===== src/rtl/parking_gate_ctrl_if.sv =====
// Signal bundle between the parking gate controller and its sensors/actuator.
// Statistics counters are present only when PARK_STATS_EN is defined.
interface parking_gate_if #(
  parameter int CNT_W = 4
);
  logic             entry_req;
  logic             exit_req;
  logic             car_passed;
  logic             gate_open;
  logic             entry_grant;
  logic             exit_grant;
  logic [CNT_W-1:0] count;
  logic             at_capacity;
  logic             full_pulse;
  logic             busy;
`ifdef PARK_STATS_EN
  logic [15:0]      total_in;
  logic [15:0]      total_out;
  logic [15:0]      refused;
  logic [15:0]      timeouts;
`endif

  modport master (
    output entry_req, exit_req, car_passed,
    input  gate_open, entry_grant, exit_grant, count, at_capacity, full_pulse, busy
`ifdef PARK_STATS_EN
    , input total_in, total_out, refused, timeouts
`endif
  );

  modport slave (
    input  entry_req, exit_req, car_passed,
    output gate_open, entry_grant, exit_grant, count, at_capacity, full_pulse, busy
`ifdef PARK_STATS_EN
    , output total_in, total_out, refused, timeouts
`endif
  );
endinterface


===== src/rtl/parking_gate_ctrl.sv =====
// Single-gate parking controller: round-robin entry/exit arbitration, timed open window,
// occupancy tracking and full indication. Optional statistics via PARK_STATS_EN.
module parking_gate_ctrl #(
  parameter int CAPACITY    = 8,
  parameter int CNT_W       = 4,
  parameter int OPEN_CYCLES = 16
) (
  input  logic          CLK,
  input  logic          RST,
  parking_gate_if.slave bus
);

  localparam int               TMR_W    = (OPEN_CYCLES > 2) ? $clog2(OPEN_CYCLES) : 1;
  localparam logic [TMR_W-1:0] TMR_LAST = TMR_W'(OPEN_CYCLES - 1);
  localparam logic [CNT_W-1:0] CAP      = CNT_W'(CAPACITY);
  localparam logic [CNT_W-1:0] CAP_M1   = CNT_W'(CAPACITY - 1);

  typedef enum logic [1:0] {S_IDLE, S_OPEN, S_CLOSE} state_e;
  typedef enum logic {SIDE_ENTRY, SIDE_EXIT} side_e;

  state_e           state_q, state_d;
  side_e            side_q, side_d;
  side_e            ptr_q, ptr_d;
  logic [TMR_W-1:0] timer_q, timer_d;
  logic [CNT_W-1:0] count_q, count_d;
  logic             at_cap_q;
  logic             full_q, full_d;
  logic             entry_req_q;

  logic entry_rise, elig_entry, elig_exit;
  logic pass_entry, pass_exit, timeout, cause_a, cause_b;

  always_comb begin
    state_d    = state_q;
    side_d     = side_q;
    ptr_d      = ptr_q;
    timer_d    = timer_q;
    count_d    = count_q;
    pass_entry = 1'b0;
    pass_exit  = 1'b0;
    timeout    = 1'b0;
    cause_a    = 1'b0;
    cause_b    = 1'b0;
    entry_rise = bus.entry_req & ~entry_req_q;
    elig_entry = bus.entry_req & (count_q < CAP);
    elig_exit  = bus.exit_req & (count_q != '0);

    unique case (state_q)
      S_IDLE: begin
        cause_b = entry_rise & at_cap_q;
        if (elig_entry && elig_exit) begin
          side_d  = ptr_q;
          ptr_d   = (ptr_q == SIDE_EXIT) ? SIDE_ENTRY : SIDE_EXIT;
          state_d = S_OPEN;
          timer_d = '0;
        end else if (elig_entry) begin
          side_d  = SIDE_ENTRY;
          state_d = S_OPEN;
          timer_d = '0;
        end else if (elig_exit) begin
          side_d  = SIDE_EXIT;
          state_d = S_OPEN;
          timer_d = '0;
        end
      end
      S_OPEN: begin
        // A pass on the last window cycle still counts; it takes priority over timeout.
        if (bus.car_passed) begin
          state_d = S_CLOSE;
          if (side_q == SIDE_ENTRY) begin
            if (count_q < CAP) begin
              count_d    = count_q + CNT_W'(1);
              pass_entry = 1'b1;
              cause_a    = (count_q == CAP_M1);
            end
          end else if (count_q != '0) begin
            count_d   = count_q - CNT_W'(1);
            pass_exit = 1'b1;
          end
        end else if (timer_q == TMR_LAST) begin
          state_d = S_CLOSE;
          timeout = 1'b1;
        end else begin
          timer_d = timer_q + TMR_W'(1);
        end
      end
      S_CLOSE: begin
        cause_b = entry_rise & at_cap_q;
        state_d = S_IDLE;
      end
      default: state_d = S_IDLE;
    endcase

    // Back-to-back causes collapse so the indicator never sees a 2-cycle hold.
    full_d = (cause_a | cause_b) & ~full_q;
  end

  always_ff @(posedge CLK) begin
    if (RST) begin
      state_q     <= S_IDLE;
      side_q      <= SIDE_ENTRY;
      ptr_q       <= SIDE_EXIT;
      timer_q     <= '0;
      count_q     <= '0;
      at_cap_q    <= 1'b0;
      full_q      <= 1'b0;
      entry_req_q <= 1'b0;
    end else begin
      state_q     <= state_d;
      side_q      <= side_d;
      ptr_q       <= ptr_d;
      timer_q     <= timer_d;
      count_q     <= count_d;
      at_cap_q    <= (count_d == CAP);
      full_q      <= full_d;
      entry_req_q <= bus.entry_req;
    end
  end

  assign bus.gate_open   = (state_q == S_OPEN);
  assign bus.entry_grant = (state_q == S_OPEN) && (side_q == SIDE_ENTRY);
  assign bus.exit_grant  = (state_q == S_OPEN) && (side_q == SIDE_EXIT);
  assign bus.busy        = (state_q != S_IDLE);
  assign bus.count       = count_q;
  assign bus.at_capacity = at_cap_q;
  assign bus.full_pulse  = full_q;

`ifdef PARK_STATS_EN
  function automatic logic [15:0] sat_inc(input logic [15:0] v);
    return (v == 16'hFFFF) ? v : v + 16'd1;
  endfunction

  logic [15:0] total_in_q, total_out_q, refused_q, timeouts_q;

  always_ff @(posedge CLK) begin
    if (RST) begin
      total_in_q  <= '0;
      total_out_q <= '0;
      refused_q   <= '0;
      timeouts_q  <= '0;
    end else begin
      if (pass_entry) total_in_q  <= sat_inc(total_in_q);
      if (pass_exit)  total_out_q <= sat_inc(total_out_q);
      if (cause_b)    refused_q   <= sat_inc(refused_q);
      if (timeout)    timeouts_q  <= sat_inc(timeouts_q);
    end
  end

  assign bus.total_in  = total_in_q;
  assign bus.total_out = total_out_q;
  assign bus.refused   = refused_q;
  assign bus.timeouts  = timeouts_q;
`endif

endmodule

===== src/flat_wrapper.sv =====
// flat-port wrapper written by rule: the top's interface ports become plain ports
module parking_gate_ctrl_flat 
#(
  parameter int CAPACITY    = 8,
  parameter int CNT_W       = 4,
  parameter int OPEN_CYCLES = 16
)
  (CLK, RST, bus_entry_req, bus_exit_req, bus_car_passed, bus_gate_open, bus_entry_grant, bus_exit_grant, bus_count, bus_at_capacity, bus_full_pulse, bus_busy);
  parking_gate_if #(.CNT_W(CNT_W)) bus_i ();
  input  logic CLK;
  input  logic RST;
  input wire logic [$bits(bus_i.entry_req)-1:0] bus_entry_req;
  input wire logic [$bits(bus_i.exit_req)-1:0] bus_exit_req;
  input wire logic [$bits(bus_i.car_passed)-1:0] bus_car_passed;
  output wire logic [$bits(bus_i.gate_open)-1:0] bus_gate_open;
  output wire logic [$bits(bus_i.entry_grant)-1:0] bus_entry_grant;
  output wire logic [$bits(bus_i.exit_grant)-1:0] bus_exit_grant;
  output wire logic [$bits(bus_i.count)-1:0] bus_count;
  output wire logic [$bits(bus_i.at_capacity)-1:0] bus_at_capacity;
  output wire logic [$bits(bus_i.full_pulse)-1:0] bus_full_pulse;
  output wire logic [$bits(bus_i.busy)-1:0] bus_busy;
  assign bus_i.entry_req = bus_entry_req;
  assign bus_i.exit_req = bus_exit_req;
  assign bus_i.car_passed = bus_car_passed;
  assign bus_gate_open = bus_i.gate_open;
  assign bus_entry_grant = bus_i.entry_grant;
  assign bus_exit_grant = bus_i.exit_grant;
  assign bus_count = bus_i.count;
  assign bus_at_capacity = bus_i.at_capacity;
  assign bus_full_pulse = bus_i.full_pulse;
  assign bus_busy = bus_i.busy;
  parking_gate_ctrl #(.CAPACITY(CAPACITY), .CNT_W(CNT_W), .OPEN_CYCLES(OPEN_CYCLES)) u_core (.CLK(CLK), .RST(RST), .bus(bus_i));
endmodule

===== config.mk =====
export PLATFORM = sky130hd
export DESIGN_NAME = parking_gate_ctrl_flat
export DESIGN_NICKNAME = d
export VERILOG_FILES = /design/src/rtl/parking_gate_ctrl_if.sv /design/src/rtl/parking_gate_ctrl.sv /design/src/flat_wrapper.sv
export SDC_FILE = /design/constraint.sdc
export NUM_CORES = 1
export LEC_CHECK = 0
export BUFFER_PORTS_ARGS = -buffer_cell sky130_fd_sc_hd__buf_2
export CAP_MARGIN = 25
export CORE_AREA = 5 5 46 48
export DETAILED_ROUTE_END_ITERATION = 8
export DIE_AREA = 0 0 51 53
export HOLD_SLACK_MARGIN = 0.02
export PLACE_DENSITY = 0.74
export SYNTH_ARGS = -nofsm -noshare
export SYNTH_HDL_FRONTEND = slang
export SYNTH_SLANG_ARGS = --single-unit
export TNS_END_PERCENT = 1

===== constraint.sdc =====
create_clock -name CLK -period 2.6 [get_ports CLK]
set_clock_uncertainty 0.1 [all_clocks]
set_input_delay 0.78 -clock CLK [delete_from_list [all_inputs] [get_ports CLK]]
set_output_delay 0.78 -clock CLK [all_outputs]
set_load 0.005 [all_outputs]

==> qor.csv, run 1 <==
stage,metric,value,unit
outcome,outcome,finished clean,
critical_path,start_kind,flip-flop,
timing,finalHoldViolCount,0,
clock_tree,post_cts_resized,0,
critical_path,required,1.72,ns
clock_tree,ctsHoldBuffers,0,
power,p_switching,0.171,mW
global_routing,grt_pass1_wl,2770,um
power,max-vdd-ir-drop,0.352,mV
timing,tightest_slew,0.410,ns
timing,max_freq,0.451,GHz
drt,drt-wirelength-per-cell,13.5,um
layout,fin_util,56.8,%
global_routing,gr-usage-all-layers,14.1,%
hold_path,min_path_cells,1,
layout,drive_gt1_share,27.8,%
run,maxCapViolations,0,
timing,period_share,85.3,%
layout,multiInputGateArea,510,sq um
floorplanning,die_w,51,um
clock_tree,cts_setup_buffers,0,
synthesis,synth_seq_cells,15,
layout,final_nets,117,
synthesis,ys_seq_area_share,35.7,%
global_routing,grt_overflow,0,
layout,fin_area,948,sq um
clock_tree,cts.sinks,15,
hold_path,hp-class,flip-flop to flip-flop,
critical_path,path_class,flip-flop to output port,
global_routing,antenna_found_initial,0,
power,netSwitchingFraction,31.4,%
floorplanning,start_util,50.4,%
floorplanning,dieArea,0.00270,sq mm
placed_design,place_congestion,0.880,
clock_tree,htreeDepth,1,
critical_path,worstRegToRegCells,7,
placed_design,place.port_buffers,14,
floorplanning,io_pins,15,
critical_path,cp.arrival,1.34,ns
power,leakage,0.395,nW
power,pwr-share-clk,24.2,%
placed_design,placed_area,921,sq um
critical_path,crit_fanout,8,
drt,viasPerCell,5.66,
global_routing,grt_max_degree,14,
power,p_comb_share,26.7,%
layout,area_growth_syn_to_layout,12.6,%
clock_tree,clock_latency,0.28,ns
drt,post-route-drc-count,0,
timing,setup_viol,0,
drt,first_pass_iters,4,
synthesis,async_flop_share,0,%
synthesis,synth-edff-count,0,
synthesis,avgSynthCellArea,9.05,sq um
timing,period_minus_slack,2.22,ns
timing,rsz0062_at_grt,no,
clock_tree,cts.path.max_buffers,2,
layout,fillers,145,
power,p_int,0.372,mW
power,seqPwrFrac,49.1,%
timing,drv_slew,0,
floorplanning,num_rows,15,
clock_tree,numCtsBuffers,3,
clock_tree,clk_pin_slew,0.09,ns
clock_tree,root_buffer,clkbuf_4,
layout,num_antenna_cells,0,
synthesis,yosysUniqueCellTypes,43,
layout,register_area,300,sq um
power,p_per_area,573,mW/mm^2
synthesis,netlist_instances,93,
critical_path,cp-end-kind,output port,
synthesis,ys_warn_count,0,
placed_design,hpwl,1260,um
synthesis,synth_ff_type,dfxtp_1,
floorplanning,die_h,53,um
timing,maxSlewHeadroom,72.6,%
timing,tns,0,ns
global_routing,grt_pass1_vias,604,
floorplanning,core_area,0.00167,sq mm
clock_tree,cts_tree,yes,
drt,finalWirelength,1690,um
drt,ant_nets,0,
synthesis,syn_nets,101,
synthesis,syn-cell-area,842,sq um
drt,vias,708,
drt,drtIter0Drc,10,
## kinds of logic after synthesis
logic type	Yosys count	synth area share, %
buffers and inverters	8	3.71
multiplexers	2	2.38
AO/OA/AOI/OAI	19	17.2
adder cells (fa/ha/maj)	3	4.46
flip-flops	15	35.7
XOR/XNOR	2	2.08
AND/OR/NAND/NOR	44	34.5
## registers in the layout, indices dropped and copies added, names as in the netlist
register and cells:
u_core.entry_req_q 1, u_core.bus.full_pulse 1, u_core.bus.count 4, u_core.state_q 2
u_core.side_q 1, u_core.ptr_q 1, u_core.bus.at_capacity 1, u_core.timer_q 4
## path summary, 6_finish.rpt
path | slack, ns | to | startpoint
worst max-delay path | 0.38 | bus_entry_grant | u_core.state_q[0]
worst min-delay path | 0.32 | u_core.bus.full_pulse | u_core.bus.full_pulse
worst max register to register | 0.60 | u_core.timer_q[2] | u_core.bus.count[1]
worst min register to register | 0.32 | u_core.bus.full_pulse | u_core.bus.full_pulse
## cells in the final DEF (no fill, tap or decap), types with 2 or more instances in the layout
cell type and n:
a21oi_1 5, a31oi_1 2, buf_2 14, clkbuf_4 3
dfxtp_1 15, ha_1 3, inv_1 5, mux2i_1 2
nand2_1 2, nand3_1 4, nor2_1 12, nor2b_1 3
nor3_1 4, o21ai_1 2, or3_1 2, xnor2_1 2
## power by group through the flow
stage               clock [mW]  combinational (mW)  sequential (mW)
floorplan                    0               0.113            0.264
CTS                      0.138               0.145            0.266
finish                   0.132               0.145            0.267
detailed placement           0               0.145            0.271
global placement             0               0.142            0.270
global route             0.153               0.160            0.270
## layer usage
metal / up-vias / routed length, um / global-route usage [%]
li1: 370 / - / -
met5: - / 0 / 0
met1: 315 / 829 / 17.9
met4: 0 / 14 / 4.04
met3: 2 / 115 / 6.48
met2: 21 / 725 / 21.2
## synth_stat cells (2+ instances only)
cell | n | area share [%]
a21oi_1 | 5 | 3.0
a31oi_1 | 2 | 1.5
clkbuf_1 | 2 | 0.89
dfxtp_1 | 15 | 36
ha_1 | 3 | 4.5
inv_1 | 5 | 2.2
mux2i_1 | 2 | 2.4
nand2_1 | 2 | 0.89
nand3_1 | 4 | 2.4
nor2_1 | 12 | 5.3
nor2b_1 | 3 | 2.2
nor3_1 | 4 | 2.4
o21ai_1 | 2 | 1.2
or3_1 | 2 | 1.5
xnor2_1 | 2 | 2.1
## layout make-up
cell class	instances	area share, %
Clock buffer	3	2.37
Clock inverter	1	0.528
Inverter	5	1.98
Multi-Input combinational cell	70	53.8
Sequential cell	15	31.7
Tap cell	17	2.24
Timing Repair Buffer	14	7.39
## per-stage QoR
step / total power [mW] / cells / hold WS [ns] / setup WS [ns]
final: 0.543 / 125 / 0.316 / 0.383
after global routing: 0.583 / 125 / 0.335 / 0.272
after CTS: 0.549 / 125 / 0.324 / 0.367
after detailed placement: 0.416 / 121 / 0.310 / 0.596
after global placement: 0.412 / 121 / 0.304 / 0.602
after floorplan: 0.377 / 93 / 0.324 / 0.741
## worst max-delay path, stage by stage, from the launching register on
cell and delay, ns:
dfxtp_1 0.54, or2b_1 0.31, nor2_1 0.09, buf_2 0.12
No activity file was read; power rests on OpenSTA's default activity.
==> run 2, diff against run 1 <==
--- a/config.mk
+++ b/config.mk
@@ -12,6 +12,7 @@
 export DIE_AREA = 0 0 51 53
 export HOLD_SLACK_MARGIN = 0.02
 export PLACE_DENSITY = 0.74
+export RECOVER_POWER = 100
 export SYNTH_ARGS = -nofsm -noshare
 export SYNTH_HDL_FRONTEND = slang
 export SYNTH_SLANG_ARGS = --single-unit
==> run 2 against run 1 <==
Net effect: critical path depth did not move; register-to-register slack got worse by 0.09 ns; fmax rose by 0.50%; first-iteration DRC count rose by 30%; sequential power barely moved; worst hold slack improved by 0.0045 ns; final cell count did not move; combinational power fell by 8%; utilization fell by 1.3 points; clock power barely moved; die area did not move; critical path type unchanged; highest routed layer unchanged.
==> qor.csv, run 2 (synthesis results as in run 1) <==
stage,metric,value,unit,change
floorplanning,die_h,53,um,unchanged
timing,drv_slew,0,,unchanged
run,maxCapViolations,0,,unchanged
placed_design,dp_slack,0.596,ns,unchanged
clock_tree,ctsHoldBuffers,0,,unchanged
drt,finalWirelength,1680,um,-0.53%
timing,tns,0,ns,unchanged
power,leakage,0.378,nW,-4.4%
layout,final_cells,125,,unchanged
placed_design,place_congestion,0.880,,unchanged
layout,final_cell_mix,"dfxtp_1 (15), nor2_1 (12), buf_2 (10), inv_1 (5), a21oi_1 (5)",,
clock_tree,cts.path.max_buffers,2,,unchanged
layout,final_nets,117,,unchanged
critical_path,crit_fanout,8,,unchanged
drt,first_pass_iters,4,,unchanged
global_routing,grt_busiest_layer,met2,,
global_routing,grt_pass1_vias,604,,unchanged
critical_path,path_buf_inv,1,,unchanged
timing,holdWs,0.321,ns,+0.00449 ns
clock_tree,cts_tree,yes,,
clock_tree,cts.sinks,15,,unchanged
drt,viasPerCell,5.78,,+2.0%
drt,post-route-drc-count,0,,unchanged
drt,drtIter0Drc,13,,+3
global_routing,grt_overflow,0,,unchanged
clock_tree,clk_pin_slew,0.09,ns,about the same
clock_tree,root_buffer,clkbuf_4,,
global_routing,met2_usage,21.2,%,unchanged
power,max-vdd-ir-drop,0.343,mV,-2.5%
timing,rsz0062_at_grt,no,,
timing,fin_ws,0.394,ns,+0.0110 ns
critical_path,cp.arrival,1.33,ns,about the same
timing,max_freq,0.453,GHz,+0.50%
layout,multiInputGateArea,492,sq um,-3.7%
drt,vias,722,,+2.0%
layout,register_area,300,sq um,unchanged
timing,finalHoldViolCount,0,,unchanged
global_routing,grt_pass1_wl,2770,um,unchanged
clock_tree,post_cts_resized,0,,unchanged
floorplanning,io_pins,15,,unchanged
critical_path,required,1.72,ns,about the same
critical_path,worstRegToRegCells,6,,-1
clock_tree,htreeDepth,1,,unchanged
timing,maxSlewHeadroom,62.2,%,-10 points
layout,final_common_cell,dfxtp_1,,
critical_path,critical-path-slowest-cell,dfxtp_1,,
global_routing,gr-usage-all-layers,14.1,%,unchanged
placed_design,hpwl,1260,um,unchanged
clock_tree,clock_latency,0.29,ns,about the same
layout,area_growth_syn_to_layout,9.96,%,
global_routing,grt_max_degree,14,,unchanged
placed_design,place.port_buffers,14,,unchanged
power,p_per_area,574,mW/mm^2,+0.29%
timing,period_minus_slack,2.21,ns,-0.0110 ns
critical_path,r2r-start,u_core.bus.count[1],,
timing,setup_viol,0,,unchanged
critical_path,max_stage_delay,0.52,ns,-0.02 ns
placed_design,numPlacedInstances,121,,unchanged
global_routing,antenna_found_initial,0,,unchanged
hold_path,hp-class,flip-flop to flip-flop,,
critical_path,cp-end-kind,output port,,
clock_tree,numCtsBuffers,3,,unchanged
timing,tightest_slew,0.567,ns,+0.156 ns
critical_path,worstReg2RegEnd,u_core.timer_q[2],,
global_routing,grt_use_met3,6.48,%,unchanged
timing,period_share,84.8,%,-0.42 points
outcome,outcome,finished clean,,
critical_path,start_kind,flip-flop,,
hold_path,holdPathEnd,u_core.bus.full_pulse,,
critical_path,critPathTopFamily,flip-flops,,
critical_path,path_cells,or2b_1 > nor2_1 > clkbuf_1,,
floorplanning,num_rows,15,,unchanged
layout,fillers,152,,+4.8%
floorplanning,dieArea,0.00270,sq mm,unchanged
floorplanning,core_area,0.00167,sq mm,unchanged
critical_path,path_class,flip-flop to output port,,
drt,ant_nets,0,,unchanged
clock_tree,cts_setup_buffers,0,,unchanged
global_routing,met1_usage,17.9,%,unchanged
floorplanning,start_util,50.4,%,unchanged
hold_path,hold_start,u_core.bus.full_pulse,,
layout,num_antenna_cells,0,,unchanged
layout,drive_gt1_share,20.4,%,-7.4 points
drt,drt-wirelength-per-cell,13.4,um,-0.53%
floorplanning,die_w,51,um,unchanged
critical_path,reg2reg_setup_slack,0.51,ns,-0.09 ns
hold_path,min_path_cells,1,,unchanged
[run 2: worst register-to-register path, delay by kind of cell (launching register included)]
family | cells | cell delay [ns]
buffers and inverters | 1 | 0.11
DFF | 1 | 0.36
adders and majority gates | 1 | 0.21
and+or+nand+nor | 4 | 1.25
[run 2: area by class of cell]
class                           instances  share of cell area (%)
Multi-Input combinational cell         70                    53.1
Sequential cell                        15                    32.4
Timing Repair Buffer                   14                    7.16
Clock buffer                            3                    2.43
Tap cell                               17                    2.30
Inverter                                5                    2.03
Clock inverter                          1                   0.541
[run 2: worst max path at each step]
stage / startpoint / end / slack (ns) / cells after the start
after floorplan: u_core.bus.count[1] / u_core.timer_q[2] / 0.74 / 7
after global placement: bus_entry_req / u_core.timer_q[3] / 0.60 / 5
after detailed placement: u_core.bus.count[1] / u_core.timer_q[2] / 0.60 / 7
after CTS: u_core.state_q[0] / bus_entry_grant / 0.37 / 3
after global routing: u_core.state_q[0] / bus_entry_grant / 0.28 / 3
final: u_core.state_q[0] / bus_entry_grant / 0.39 / 3
[run 2: routing by layer]
metal	vias up	wire, um	share of wire, %
met2	23	711	42
li1	372	-	-
met1	325	823	49
met4	0	14	0.84
met5	-	0	0
met3	2	126	7.5
[run 2: power by group]
| group | total [mW] | internal, mW | switching (mW) |
|---|---|---|---|
| combinational | 0.134 | 0.0624 | 0.0714 |
| sequential | 0.266 | 0.243 | 0.0224 |
| clock | 0.132 | 0.0572 | 0.0751 |
| total | 0.532 | 0.363 | 0.169 |
[run 2: through the flow]
stage / power (mW) / utilization [%] / area [sq um]
4_1_cts: 0.549 / 56.8 / 948
3_5_place_dp: 0.416 / 55.1 / 921
5_1_grt: 0.571 / 55.4 / 926
2_1_floorplan: 0.377 / - / 842
6_report: 0.532 / 55.4 / 926
3_3_place_gp: 0.412 / 55.1 / 921
